$ cat src/rtl/sensor_cmd_scheduler.sv
// Measurement request scheduler for the shared DHT11 and SR04 engines.
// One pending request per sensor, round-robin grant, per-sensor re-trigger gap, and a WAIT watchdog.
module sensor_cmd_scheduler #(
  parameter int unsigned DHT_GAP_CYC     = 200_000_000,
  parameter int unsigned SR04_GAP_CYC    = 6_000_000,
  parameter int unsigned TIMEOUT_CYC     = 5_000_000,
  parameter int unsigned AUTO_PERIOD_CYC = 100_000_000
) (
  input  logic       clk,
  input  logic       rst,
  input  logic       sel,
  input  logic [7:0] rx_data,
  input  logic       rx_done,
  input  logic       dht_done,
  input  logic       sr04_done,
  output logic       dht_start,
  output logic       sr04_start,
  output logic       busy,
  output logic [1:0] active_sensor,
  output logic       auto_en,
  output logic       req_dropped,
  output logic       timeout
);

  localparam int unsigned GAP_MAX = (DHT_GAP_CYC > SR04_GAP_CYC) ? DHT_GAP_CYC : SR04_GAP_CYC;
  localparam int GW = $clog2(GAP_MAX + 1);
  localparam int TW = $clog2(TIMEOUT_CYC + 1);
  localparam int AW = $clog2(AUTO_PERIOD_CYC + 1);

  typedef enum logic [1:0] {IDLE, ISSUE, WAIT} state_e;

  state_e        state_reg, state_next;
  logic          grant_reg, grant_next;            // 0 = DHT, 1 = SR04
  logic          last_grant_reg, last_grant_next;
  logic [1:0]    pend_reg, pend_next;
  logic [1:0]    req, eligible, gap_load;
  logic          granted, timeout_next, grant_done;
  logic [TW-1:0] tmo_cnt_reg, tmo_cnt_next;
  logic [AW-1:0] auto_cnt_reg, auto_cnt_next;
  logic          auto_en_next, tick;
  logic          cmd_valid, cmd_u, cmd_d, cmd_a, cmd_s;

  assign cmd_valid = rx_done && sel;
  assign cmd_u     = cmd_valid && (rx_data == 8'h55);
  assign cmd_d     = cmd_valid && (rx_data == 8'h44);
  assign cmd_a     = cmd_valid && (rx_data == 8'h41);
  assign cmd_s     = cmd_valid && (rx_data == 8'h53);

  assign tick       = auto_en && (auto_cnt_reg == AW'(AUTO_PERIOD_CYC - 1));
  // A UART byte and an auto tick in the same cycle collapse into a single request bit.
  assign req        = {cmd_d || tick, cmd_u || tick};
  assign grant_done = grant_reg ? sr04_done : dht_done;

  genvar gi;
  generate
    for (gi = 0; gi < 2; gi++) begin : g_sensor
      localparam logic [GW-1:0] GAP_LOAD = (gi == 0) ? GW'(DHT_GAP_CYC) : GW'(SR04_GAP_CYC);
      logic [GW-1:0] gap_reg;

      always_ff @(posedge clk or negedge rst) begin
        if (!rst) begin
          gap_reg <= '0;
        end else if (gap_load[gi]) begin
          gap_reg <= GAP_LOAD;
        end else if (gap_reg != '0) begin
          gap_reg <= gap_reg - GW'(1);
        end
      end

      assign eligible[gi] = pend_reg[gi] && (gap_reg == '0);
    end
  endgenerate

  always_comb begin
    state_next      = state_reg;
    grant_next      = grant_reg;
    last_grant_next = last_grant_reg;
    tmo_cnt_next    = tmo_cnt_reg;
    gap_load        = 2'b00;
    timeout_next    = 1'b0;
    granted         = 1'b0;
    case (state_reg)
      IDLE: begin
        if (|eligible) begin
          granted         = 1'b1;
          grant_next      = (&eligible) ? ~last_grant_reg : eligible[1];
          last_grant_next = grant_next;
          state_next      = ISSUE;
        end
      end
      ISSUE: begin
        tmo_cnt_next = '0;
        state_next   = WAIT;
      end
      WAIT: begin
        // done has priority over a coincident timeout
        if (grant_done) begin
          gap_load[grant_reg] = 1'b1;
          state_next          = IDLE;
        end else if (tmo_cnt_reg == TW'(TIMEOUT_CYC - 1)) begin
          gap_load[grant_reg] = 1'b1;
          timeout_next        = 1'b1;
          state_next          = IDLE;
        end else begin
          tmo_cnt_next = tmo_cnt_reg + TW'(1);
        end
      end
      default: state_next = IDLE;
    endcase

    pend_next = pend_reg | req;
    if (granted) begin
      pend_next[grant_next] = 1'b0;
    end

    auto_en_next  = auto_en;
    auto_cnt_next = auto_cnt_reg;
    if (cmd_a || cmd_s) begin
      auto_en_next  = cmd_a;
      auto_cnt_next = '0;
    end else if (auto_en) begin
      auto_cnt_next = tick ? '0 : auto_cnt_reg + AW'(1);
    end
  end

  always_ff @(posedge clk or negedge rst) begin
    if (!rst) begin
      state_reg      <= IDLE;
      grant_reg      <= 1'b0;
      last_grant_reg <= 1'b1;
      pend_reg       <= 2'b00;
      tmo_cnt_reg    <= '0;
      auto_cnt_reg   <= '0;
      auto_en        <= 1'b0;
      dht_start      <= 1'b0;
      sr04_start     <= 1'b0;
      busy           <= 1'b0;
      active_sensor  <= 2'b00;
      req_dropped    <= 1'b0;
      timeout        <= 1'b0;
    end else begin
      state_reg      <= state_next;
      grant_reg      <= grant_next;
      last_grant_reg <= last_grant_next;
      pend_reg       <= pend_next;
      tmo_cnt_reg    <= tmo_cnt_next;
      auto_cnt_reg   <= auto_cnt_next;
      auto_en        <= auto_en_next;
      dht_start      <= (state_next == ISSUE) && !grant_next;
      sr04_start     <= (state_next == ISSUE) && grant_next;
      busy           <= (state_next != IDLE);
      active_sensor  <= (state_next == IDLE) ? 2'b00 : (grant_next ? 2'b10 : 2'b01);
      req_dropped    <= |(req & pend_reg);
      timeout        <= timeout_next;
    end
  end

endmodule

$ cat config.mk
export PLATFORM = sky130hd
export DESIGN_NAME = sensor_cmd_scheduler
export DESIGN_NICKNAME = d
export VERILOG_FILES = /design/src/rtl/sensor_cmd_scheduler.sv
export SDC_FILE = /design/constraint.sdc
export NUM_CORES = 1
export LEC_CHECK = 0
export CELL_PAD_IN_SITES_DETAIL_PLACEMENT = 0
export CELL_PAD_IN_SITES_GLOBAL_PLACEMENT = 1
export CORE_ASPECT_RATIO = 1.25
export CORE_MARGIN = 3
export CORE_UTILIZATION = 52
export CTS_CLUSTER_SIZE = 40
export DETAILED_ROUTE_END_ITERATION = 10
export PLACE_DENSITY_LB_ADDON = 0.1
export SLEW_MARGIN = 15
export SYNTH_ARGS = -nofsm -noshare
export SYNTH_HDL_FRONTEND = slang
export SYNTH_SLANG_ARGS = --single-unit
$ cat constraint.sdc
create_clock -name clk -period 3.97 [get_ports clk]
set_input_delay 0.794 -clock clk [delete_from_list [all_inputs] [get_ports clk]]
set_output_delay 0.794 -clock clk [all_outputs]
set_load 0.1 [all_outputs]
Yosys cells after proc, flatten, opt, wreduce, memory -nomap -nowiden. Index checks and enable logic that the tools add are counted.

Bitwise operators: 5. Equal/unequal tests: 11. Order comparisons: 4. Muxes and demuxes: 33. $add $sub $neg: 4. Reductions and logical operators: 32.

Operators with widths (number): $mux W28 (4); $mux W27 (3); $logic_not A28 Y1 (2); $reduce_bool A28 Y1 (2); $sub A28 B1 Y28 const B (2); $mux W23 (2); $pmux W23 S2 (1); $eq A8 B7 Y1 const B (4); $add A27 B1 Y27 const B (1); $eq A27 B27 Y1 const B (1); $add A23 B1 Y23 const B (1); $eq A23 B23 Y1 const B (1); $mux W2 (9); $logic_and A1 B1 Y1 (12); $mux W1 (11); $reduce_bool A2 Y1 (5); $pmux W2 S3 (1); $and A2 B2 Y2 (2); $eq A2 B1 Y1 const B (2); $logic_not A2 Y1 (2); $lt A1 B2 Y1 const B (2); $ne A2 B2 Y1 const B (2); $reduce_and A2 Y1 (2); $reduce_or A2 Y1 (2); other kinds (9) (13).

Bits in registers: 120. Output and inout bits: 8.

Depth between registers and ports, before layout. Gate-level depths: netlist (run 1).

Word-level depth: 13. Mapped depth: 9. Gate-level depth less buffers: 7.

Worst setup path before layout (run 1). No wires, ideal clock.

Path type: register to register. Start: register auto_en. End: register auto_cnt_reg[22]. Arrival: 2.573 ns. Path buffers: 1. Path slack: 1.278 ns. Cell stages (with the launch flop): 7. Clock period less this slack: 2.692 ns. Library setup time: 0.118 ns. Cell sequence: dfrtp_1 -> nand4_1 -> or3_1 -> o311ai_0 -> clkbuf_1 -> o21ai_0 -> a21o_1.

Cells in the longest elaborated chain, start to end: 4. Elaborated cells between the ends (all ways): 5. Classes of those cells: 3 x mux; 2 x reduce/logical.

RTL lines: from (decl) (line 20) `output logic auto_en,`; from (signal assigned) (line 148) `auto_en <= auto_en_next;`; $logic_and A1 B1 Y1 (line 49) `assign tick = auto_en && (auto_cnt_reg == AW'(AUTO_PERIOD_CYC - 1));`; $mux W27 (line 122) `auto_cnt_next = tick ? '0 : auto_cnt_reg + AW'(1);`; $mux W27 (line 121) `end else if (auto_en) begin`; $mux W27 (line 118) `if (cmd_a || cmd_s) begin`; to (signal assigned) (line 147) `auto_cnt_reg <= auto_cnt_next;`; to (decl) (line 39) `logic [AW-1:0] auto_cnt_reg, auto_cnt_next;`.

Parallel ways exist; a longest one is shown, timed or not. The select of a mux whose other input is x is not followed. A chain may end at the register's enable or synchronous reset.

Worst setup path after layout (run 1).
Start: input port dht_done. End: register tmo_cnt_reg[22].

Cells in the longest elaborated chain, start to end: 3.

RTL lines: from (decl) (line 14) `input logic dht_done,`; $mux W1 (line 52) `assign grant_done = grant_reg ? sr04_done : dht_done;`; $ne A2 B2 Y1 (no line); $reduce_and A3 Y1 (no line); to (signal assigned) (line 146) `tmo_cnt_reg <= tmo_cnt_next;`; to (decl) (line 38) `logic [TW-1:0] tmo_cnt_reg, tmo_cnt_next;`.

No other way between the ends.

==> results.rst, run 1 <==
.. list-table::
   :header-rows: 1

   * - Metric
     - Value
   * - Outcome
     - complete, no violations
   * - Final cell utilization of the core
     - 61.6%
   * - Worst setup path class
     - in2reg
   * - Post-CTS sizing
     - 0
   * - Most common cell after layout, fill and taps aside
     - sky130_fd_sc_hd__dfrtp_1
   * - Bufs and invs on worst path
     - 1
   * - DR WL/cell
     - ~17 µm
   * - Slowest cell on crit path
     - sky130_fd_sc_hd__or4_1
   * - Global-route wire length before repair
     - around 27000 µm
   * - Leading cell types in the layout, fill and taps excluded
     - 119 x sky130_fd_sc_hd__dfrtp_1, 52 x sky130_fd_sc_hd__nor2_1, 51 x sky130_fd_sc_hd__nand2_1
   * - Most instantiated flip-flop cell in the synthesis netlist
     - sky130_fd_sc_hd__dfrtp_1
   * - Area grow syn2layout
     - 14.8%
   * - Share of the yosys chip area belonging to registers
     - a little under half
   * - Clock Latency Late Sink
     - approximately 0.4 ns
   * - Number of cells after detailed placement
     - a little under 900
   * - Number of buffers inserted by post-CTS setup repair
     - 0
   * - Port Buffer Count
     - 21
   * - Fill cell instance count of the final layout
     - about 1.1k
   * - Number of H-tree branching levels
     - 4
   * - Die width
     - around 110 µm
   * - Flop2flop setup slack
     - 1.15 ns
   * - Setup TNS after final layout
     - 0 ns
   * - Biggest fanout along the worst timing path
     - 12
   * - Cell Pwr Density
     - 454 nW/µm²
   * - Max reg flops
     - 56
   * - Unrepaired setup endpoints after global routing
     - no
   * - Per-instance average area after synthesis
     - 9.14 µm²
   * - Distinct cells, synth
     - 59
   * - Initial detailed-routing violation count
     - roughly 400
   * - Post-synth EDFFs
     - 0
   * - Via count
     - 5819
   * - Largest net degree at the start of global routing
     - between 60 and 70
   * - Hold-fix buffer count after cts
     - 0
   * - Core Rows
     - between 40 and 50
   * - Number of placed I/O pins
     - 22
   * - Longest Clk Path Bufs
     - 2
   * - Initial Utilization
     - 53.6%
   * - Clock tree from TritonCTS
     - yes
   * - Final cell count without fillers
     - roughly 920
   * - Critical Path RT
     - between 4 and 5 ns
   * - Number of antenna violations at the first check in global routing
     - 0
   * - # nets final
     - between 700 and 800
   * - Worst supply voltage drop on vdd
     - roughly 0.00028 V
   * - Detailed-route vias per instance
     - around 6.4
   * - Number of global-route vias before repair
     - approximately 5.6k
   * - Clock Root Buffer
     - sky130_fd_sc_hd__clkbuf_16
   * - TritonCTS Buffers
     - 17
   * - Register bit total from synthesis
     - 120
   * - Critical path endpoint category
     - flip-flop
   * - Total congestion overflow after global routing
     - 0
   * - Pins over their slew limit
     - 0
   * - Routability congestion estimate
     - between 0.8 and 0.9
   * - Antenna-violating nets left
     - 0
   * - GR Util All Layers
     - between 20 and 25%
   * - Share of async-settable or async-resettable flops after synthesis
     - 100%
   * - Clock sinks
     - between 100 and 150
   * - R2R cell count
     - 6
   * - Category of the worst setup path launch point
     - input port
   * - Clock-pin slew on the worst setup and hold paths
     - 0.05 ns
   * - Area of the mapped netlist
     - around 6600 µm²
   * - Antenna Diode Count
     - 0
   * - Final setup violation count
     - 0
   * - Drt total wl
     - between 15000 and 20000 µm
   * - FF-to-FF End
     - g_sensor[0].gap_reg[13]$_DFFE_PN0P_
   * - Highest Clock Rate
     - around 350 MHz
   * - Final hold violation count
     - 0
   * - Number of synthesis warnings
     - 0
   * - Relative slew margins
     - between 30% and 40%
   * - Critical path's largest stage delay
     - 0.61 ns
   * - Area taken by flip-flops and latches
     - about 3000 µm²
   * - Proportion of layout cells with a drive suffix above 1
     - 8.11%
   * - DP Wirelength
     - 10200 µm
   * - Maximum clock skew at final layout
     - approximately 0.0074 ns
   * - Vertical die dimension
     - approximately 130 µm
   * - Area taken by multi-input logic gates
     - approximately 3400 µm²
   * - Ordered list of cells on the worst path
     - clkdlybuf4s50_1 -> nor2b_1 -> a211oi_1 -> o2111ai_1 -> or4_1 -> a21oi_1
   * - Clock period minus worst slack
     - around 2.9 ns
   * - Net count of the mapped netlist
     - 740
   * - Min-delay worst type
     - in2async
   * - Maxcap violations
     - 0
   * - Reg-to-Reg Start
     - g_sensor[0].gap_reg[18]$_DFFE_PN0P_
   * - P_leak
     - about 2.8 nW
   * - WP data arrival
     - about 3.2 ns
   * - Number of standard cells after synthesis
     - roughly 700
   * - Core Box Area
     - about 12000 µm²
   * - Remaining DRCs
     - 0
   * - Worst slew pin tran
     - about 0.97 ns
   * - Kind of cell adding the most delay to the critical path
     - compound AO/OA/AOI/OAI gates
   * - Share of the cycle needed by the critical path after routing
     - between 70 and 80%
   * - Number of detailed-route iterations in the first pass
     - 5
   * - Die Outline Area
     - around 14000 µm²
cell usage after synthesis (5+ instances only):
| master | instances | share of area [%] |
|---|---|---|
| sky130_fd_sc_hd__dfrtp_1 | 119 | 45 |
| sky130_fd_sc_hd__or4_1 | 31 | 3.5 |
| sky130_fd_sc_hd__or3_1 | 26 | 2.5 |
| sky130_fd_sc_hd__o21ai_0 | 44 | 3.3 |
| sky130_fd_sc_hd__nor3_1 | 16 | 1.2 |
| sky130_fd_sc_hd__ha_1 | 6 | 1.1 |
| sky130_fd_sc_hd__xnor2_1 | 9 | 1.2 |
| sky130_fd_sc_hd__nand2b_1 | 10 | 0.95 |
| sky130_fd_sc_hd__o211ai_1 | 20 | 2.3 |
| sky130_fd_sc_hd__a21oi_1 | 46 | 3.5 |
| sky130_fd_sc_hd__and2_1 | 9 | 0.86 |
| sky130_fd_sc_hd__and3_1 | 6 | 0.57 |
| sky130_fd_sc_hd__a21o_1 | 6 | 0.68 |
| sky130_fd_sc_hd__o31ai_1 | 24 | 2.7 |
| sky130_fd_sc_hd__nand2_1 | 51 | 2.9 |
| sky130_fd_sc_hd__nor4_1 | 15 | 1.4 |
| sky130_fd_sc_hd__a211oi_1 | 6 | 0.68 |
| sky130_fd_sc_hd__nand3_1 | 39 | 3.0 |
| sky130_fd_sc_hd__nor2_1 | 52 | 3.0 |
| sky130_fd_sc_hd__o311ai_0 | 7 | 0.93 |
| sky130_fd_sc_hd__a31oi_1 | 17 | 1.6 |
| sky130_fd_sc_hd__xor2_1 | 16 | 2.1 |
| sky130_fd_sc_hd__clkbuf_1 | 27 | 1.5 |
| sky130_fd_sc_hd__inv_1 | 19 | 1.1 |
| sky130_fd_sc_hd__nor2b_1 | 5 | 0.48 |
| sky130_fd_sc_hd__and4_1 | 6 | 0.80 |
| sky130_fd_sc_hd__nand4_1 | 23 | 2.2 |
| sky130_fd_sc_hd__nor4bb_1 | 6 | 0.91 |
worst register-to-register path: stages (launching register included):
cell and delay, ns:
sky130_fd_sc_hd__dfrtp_1 0.44, sky130_fd_sc_hd__or4_1 0.67, sky130_fd_sc_hd__or4_1 0.81, sky130_fd_sc_hd__o21ai_1 0.36, sky130_fd_sc_hd__buf_4 0.23, sky130_fd_sc_hd__or3_1 0.12
sky130_fd_sc_hd__a21oi_1 0.06
report_power, final:
part / leakage [nW] / total [W] / internal [W] / switching (W)
clock network: 0.302 / 0.00156 / 0.00102 / 0.000535
registers: 1.42 / 0.00150 / 0.00135 / 0.000158
logic: 1.06 / 0.000367 / 0.000166 / 0.000201
total: 2.78 / 0.00343 / 0.00254 / 0.000894
metal layers:
layer,wire length [µm],vias up,part of all wire [%],track usage [%]
li1,-,2786,-,-
met1,6750,2885,44,29.8
met2,7870,128,51,38.2
met3,584,20,3.8,4.85
met4,178,0,1.2,7.04
met5,0,-,0,0
logic make-up (layout without fill, tap and decap cells):
group,after synthesis,after routing,synth area share (%)
AO/OA/AOI/OAI,195,195,18.7
XOR/XNOR,25,25,3.33
adder cells (fa/ha/maj),6,6,1.14
buffers and inverters,53,85,3.34
flip-flops,120,120,45.6
multiplexers,1,1,0.171
AND/OR/NAND/NOR,320,320,27.7
layout make-up:
type | instances | area share [%]
Clock inverter | 10 | 1.65
Sequential cell | 120 | 39.7
Timing Repair Buffer | 35 | 4.14
Inverter | 19 | 0.943
Multi-Input combinational cell | 547 | 44.6
Tap cell | 164 | 2.71
Clock buffer | 21 | 6.22
stage by stage:
step	setup slack (ns)	cell area [µm²]	hold slack, ns	total power [W]
2_1_floorplan	1.28	6580	0.445	0.00175
3_3_place_gp	0.884	6960	0.464	0.00187
3_5_place_dp	0.712	6960	0.479	0.00189
4_1_cts	1.08	7550	0.491	0.00346
5_1_grt	0.959	7560	0.528	0.00358
6_report	1.10	7560	0.485	0.00343
how the worst max path moves through the flow:
stage,from,to,slack [ns],depth (start not counted)
after global routing,dht_done,tmo_cnt_reg[22]$_DFFE_PN0P_,0.96,6
after detailed placement,rx_data[6],auto_cnt_reg[13]$_DFFE_PN0P_,0.71,6
after global placement,rx_data[6],auto_cnt_reg[26]$_DFFE_PN0P_,0.88,6
after CTS,auto_en$_DFFE_PN0N_,auto_en,1.08,1
final,dht_done,tmo_cnt_reg[22]$_DFFE_PN0P_,1.10,6
after floorplan,auto_en$_DFFE_PN0N_,auto_cnt_reg[22]$_DFFE_PN0P_,1.28,6
No activity file was read; power rests on OpenSTA's default activity.
==> run 2, diff against run 1 <==
--- a/config.mk
+++ b/config.mk
@@ -9,7 +9,7 @@
 export CELL_PAD_IN_SITES_GLOBAL_PLACEMENT = 1
 export CORE_ASPECT_RATIO = 1.25
 export CORE_MARGIN = 3
-export CORE_UTILIZATION = 52
+export CORE_UTILIZATION = 43
 export CTS_CLUSTER_SIZE = 40
 export DETAILED_ROUTE_END_ITERATION = 10
 export PLACE_DENSITY_LB_ADDON = 0.1
==> constraint.sdc (replaced) <==
create_clock -name clk -period 2.4 [get_ports clk]
set_input_delay 0.48 -clock clk [delete_from_list [all_inputs] [get_ports clk]]
set_output_delay 0.48 -clock clk [all_outputs]
set_load 0.1 [all_outputs]
==> results.rst, run 2 (same netlist as run 1, synthesis figures left out) <==
.. list-table::
   :header-rows: 1

   * - Metric
     - Value
   * - Clock sinks
     - 120
   * - DP Wirelength
     - between 10000 and 15000 µm
   * - R2R cell count
     - 6
   * - Number of antenna violations at the first check in global routing
     - 0
   * - WP data arrival
     - ~2.6 ns
   * - Worst slew pin tran
     - roughly 0.7 ns
   * - Number of detailed-route iterations in the first pass
     - 5
   * - Highest Clock Rate
     - 430 MHz
   * - Critical path endpoint category
     - flip-flop
   * - Number of placed I/O pins
     - 22
   * - Biggest fanout along the worst timing path
     - 4
   * - Number of global-route vias before repair
     - about 6k
   * - Total congestion overflow after global routing
     - 0
   * - Fraction of power consumed by sequential logic
     - between 40% and 50%
   * - Proportion of total power due to net switching
     - 25.3%
   * - Clock tree from TritonCTS
     - yes
   * - Met1 wire length
     - approximately 7700 µm
   * - Clock-pin slew on the worst setup and hold paths
     - around 0.060 ns
   * - Largest net degree at the start of global routing
     - 40
   * - Drt total wl
     - roughly 17000 µm
   * - Fill cell instance count of the final layout
     - 1335
   * - Port Buffer Count
     - 21
   * - Worst supply voltage drop on vdd
     - between 0.0005 and 0.0006 V
   * - Number of cells after detailed placement
     - 957
   * - Core Rows
     - 49
   * - Via count
     - roughly 6.0k
   * - Clock period minus worst slack
     - roughly 2.3 ns
   * - Worst setup path class
     - reg2reg
   * - Antenna-violating nets left
     - 0
   * - Reg-to-Reg Start
     - g_sensor[0].gap_reg[20]$_DFFE_PN0P_
   * - DR WL/cell
     - between 15 and 20 µm
   * - Clock Root Buffer
     - sky130_fd_sc_hd__clkbuf_16
   * - Wire length on met2
     - 8160 µm
   * - Most common cell after layout, fill and taps aside
     - sky130_fd_sc_hd__dfrtp_1
   * - Initial detailed-routing violation count
     - approximately 370
   * - Power share of the combinational group
     - between 10% and 20%
   * - Highest Signal Layer
     - met4
   * - Initial Utilization
     - about 45%
   * - Cell Pwr Density
     - roughly 740 nW/µm²
   * - Clock network fraction of total power
     - a little under half
   * - Outcome
     - complete, no violations
   * - Pins over their slew limit
     - 0
   * - Final cell utilization of the core
     - approximately 56%
   * - Final hold violation count
     - 0
   * - Max reg flops
     - 56
   * - Internal portion of total power
     - 0.00454 W
   * - Relative slew margins
     - a little over half
   * - Instance area at placement
     - between 7000 and 8000 µm²
   * - Detailed-route vias per instance
     - between 5 and 6
   * - TritonCTS Buffers
     - 17
   * - Min-delay worst type
     - in2async
   * - Area taken by multi-input logic gates
     - around 3500 µm²
   * - Category of the worst setup path launch point
     - flip-flop
   * - Antenna Diode Count
     - 0
   * - P_leak
     - 3.20 nW
   * - Area grow syn2layout
     - 25.3%
   * - Longest Clk Path Bufs
     - 2
   * - Met3 WL post-DR
     - 503 µm
   * - Maximum clock skew at final layout
     - ~0.0065 ns
   * - Vertical die dimension
     - 144 µm
   * - Bufs and invs on worst path
     - 1
   * - Share of the cycle needed by the critical path after routing
     - about 97%
   * - Post-Layout Inst Area
     - slightly above 8000 µm²
   * - # nets final
     - between 800 and 900
   * - Final cell count without fillers
     - approximately 1000
   * - Kind of cell adding the most delay to the critical path
     - simple AND/OR/NAND/NOR gates
   * - Final setup violation count
     - 0
   * - Area taken by flip-flops and latches
     - 3010 µm²
   * - Remaining DRCs
     - 0
   * - Clock Latency Late Sink
     - ~0.42 ns
   * - Ordered list of cells on the worst path
     - or4_4 -> buf_4 -> or4b_2 -> a211oi_1 -> xnor2_1 -> nand2_1
   * - Die width
     - between 100 and 150 µm
   * - Critical path's largest stage delay
     - 0.67 ns
   * - Leading cell types in the layout, fill and taps excluded
     - 118 x sky130_fd_sc_hd__dfrtp_1, 87 x sky130_fd_sc_hd__buf_4, 52 x sky130_fd_sc_hd__nor2_1
   * - Number of H-tree branching levels
     - 4
   * - Flop2flop setup slack
     - between 0.07 and 0.08 ns
   * - Switching power
     - approximately 0.0015 W
   * - Global-route wire length before repair
     - 28500 µm
   * - GR Util All Layers
     - a little over a fifth
   * - Routability congestion estimate
     - roughly 0.86
   * - Slowest cell on crit path
     - sky130_fd_sc_hd__or4b_2
   * - Proportion of layout cells with a drive suffix above 1
     - between 10% and 20%
   * - Die Outline Area
     - approximately 17000 µm²
   * - Core Box Area
     - between 10000 and 15000 µm²
   * - Critical Path RT
     - approximately 2.7 ns
   * - Maxcap violations
     - 0
   * - FF-to-FF End
     - g_sensor[0].gap_reg[27]$_DFFE_PN0P_
==> run 2: cell types whose count changed in the layout (fill, tap and decap cells not counted), sizes merged <==
cell           previous run  this run
bufinv                    3         5
clkbuf                   21        24
buf                      15        91
clkinv                    7         3
clkdlybuf4s50            20        12
==> run 2: final cells by class <==
type,instances,area share (%)
Clock buffer,24,5.96
Clock inverter,8,2.00
Inverter,19,0.865
Multi-Input combinational cell,547,41.9
Sequential cell,120,36.4
Tap cell,178,2.70
Timing Repair Buffer,103,10.1
==> run 2: how the worst max path moves through the flow <==
stage                                                   start  slack, ns  depth (start not counted)                             endpoint
after floorplan            g_sensor[0].gap_reg[0]$_DFFE_PN0P_      0.005                          7  g_sensor[0].gap_reg[22]$_DFFE_PN0P_
after global placement                               dht_done      -0.11                          7           tmo_cnt_reg[7]$_DFFE_PN0P_
after detailed placement                             dht_done      -0.16                          6          tmo_cnt_reg[15]$_DFFE_PN0P_
after CTS                          tmo_cnt_reg[0]$_DFFE_PN0P_     0.0005                          6  g_sensor[1].gap_reg[15]$_DFFE_PN0P_
after global routing              auto_cnt_reg[1]$_DFFE_PN0P_      -0.02                          7         auto_cnt_reg[13]$_DFFE_PN0P_
final                     g_sensor[0].gap_reg[20]$_DFFE_PN0P_       0.07                          6  g_sensor[0].gap_reg[27]$_DFFE_PN0P_
==> run 2: power by group through the flow <==
stage          Combinational [W]  Clock, W  Sequential (W)
6_report                0.000770   0.00286         0.00245
5_1_grt                 0.000886   0.00301         0.00248
4_1_cts                 0.000761   0.00290         0.00244
3_5_place_dp            0.000755         0         0.00247
3_3_place_gp            0.000736         0         0.00247
2_1_floorplan           0.000434         0         0.00245
==> run 2: per-layer routing <==
layer | track usage (%) | vias up
met1 | 27.4 | 2911
met2 | 34.7 | 99
met5 | 0 | -
met4 | 7.00 | 0
li1 | - | 2938
met3 | 4.77 | 31
==> run 2: metrics by stage <==
stage          total power, W  hold slack (ns)  TNS, ns  worst slack, ns
6_report              0.00607           0.0560        0           0.0737
5_1_grt               0.00637           0.0778  -0.0170          -0.0170
3_3_place_gp          0.00320            0.479   -0.676           -0.111
3_5_place_dp          0.00323            0.491    -1.45           -0.157
4_1_cts               0.00610           0.0685        0         0.000524
2_1_floorplan         0.00289            0.184        0          0.00519
==> run 2: what timing repair did <==
action,in CTS,in global routing
gates resized for setup,4,24
gates cloned,0,2
hold buffers,0,0
buffers inserted,0,8
setup endpoints to repair,4,57
endpoints found under the hold margin,0,0
pin swaps,0,5
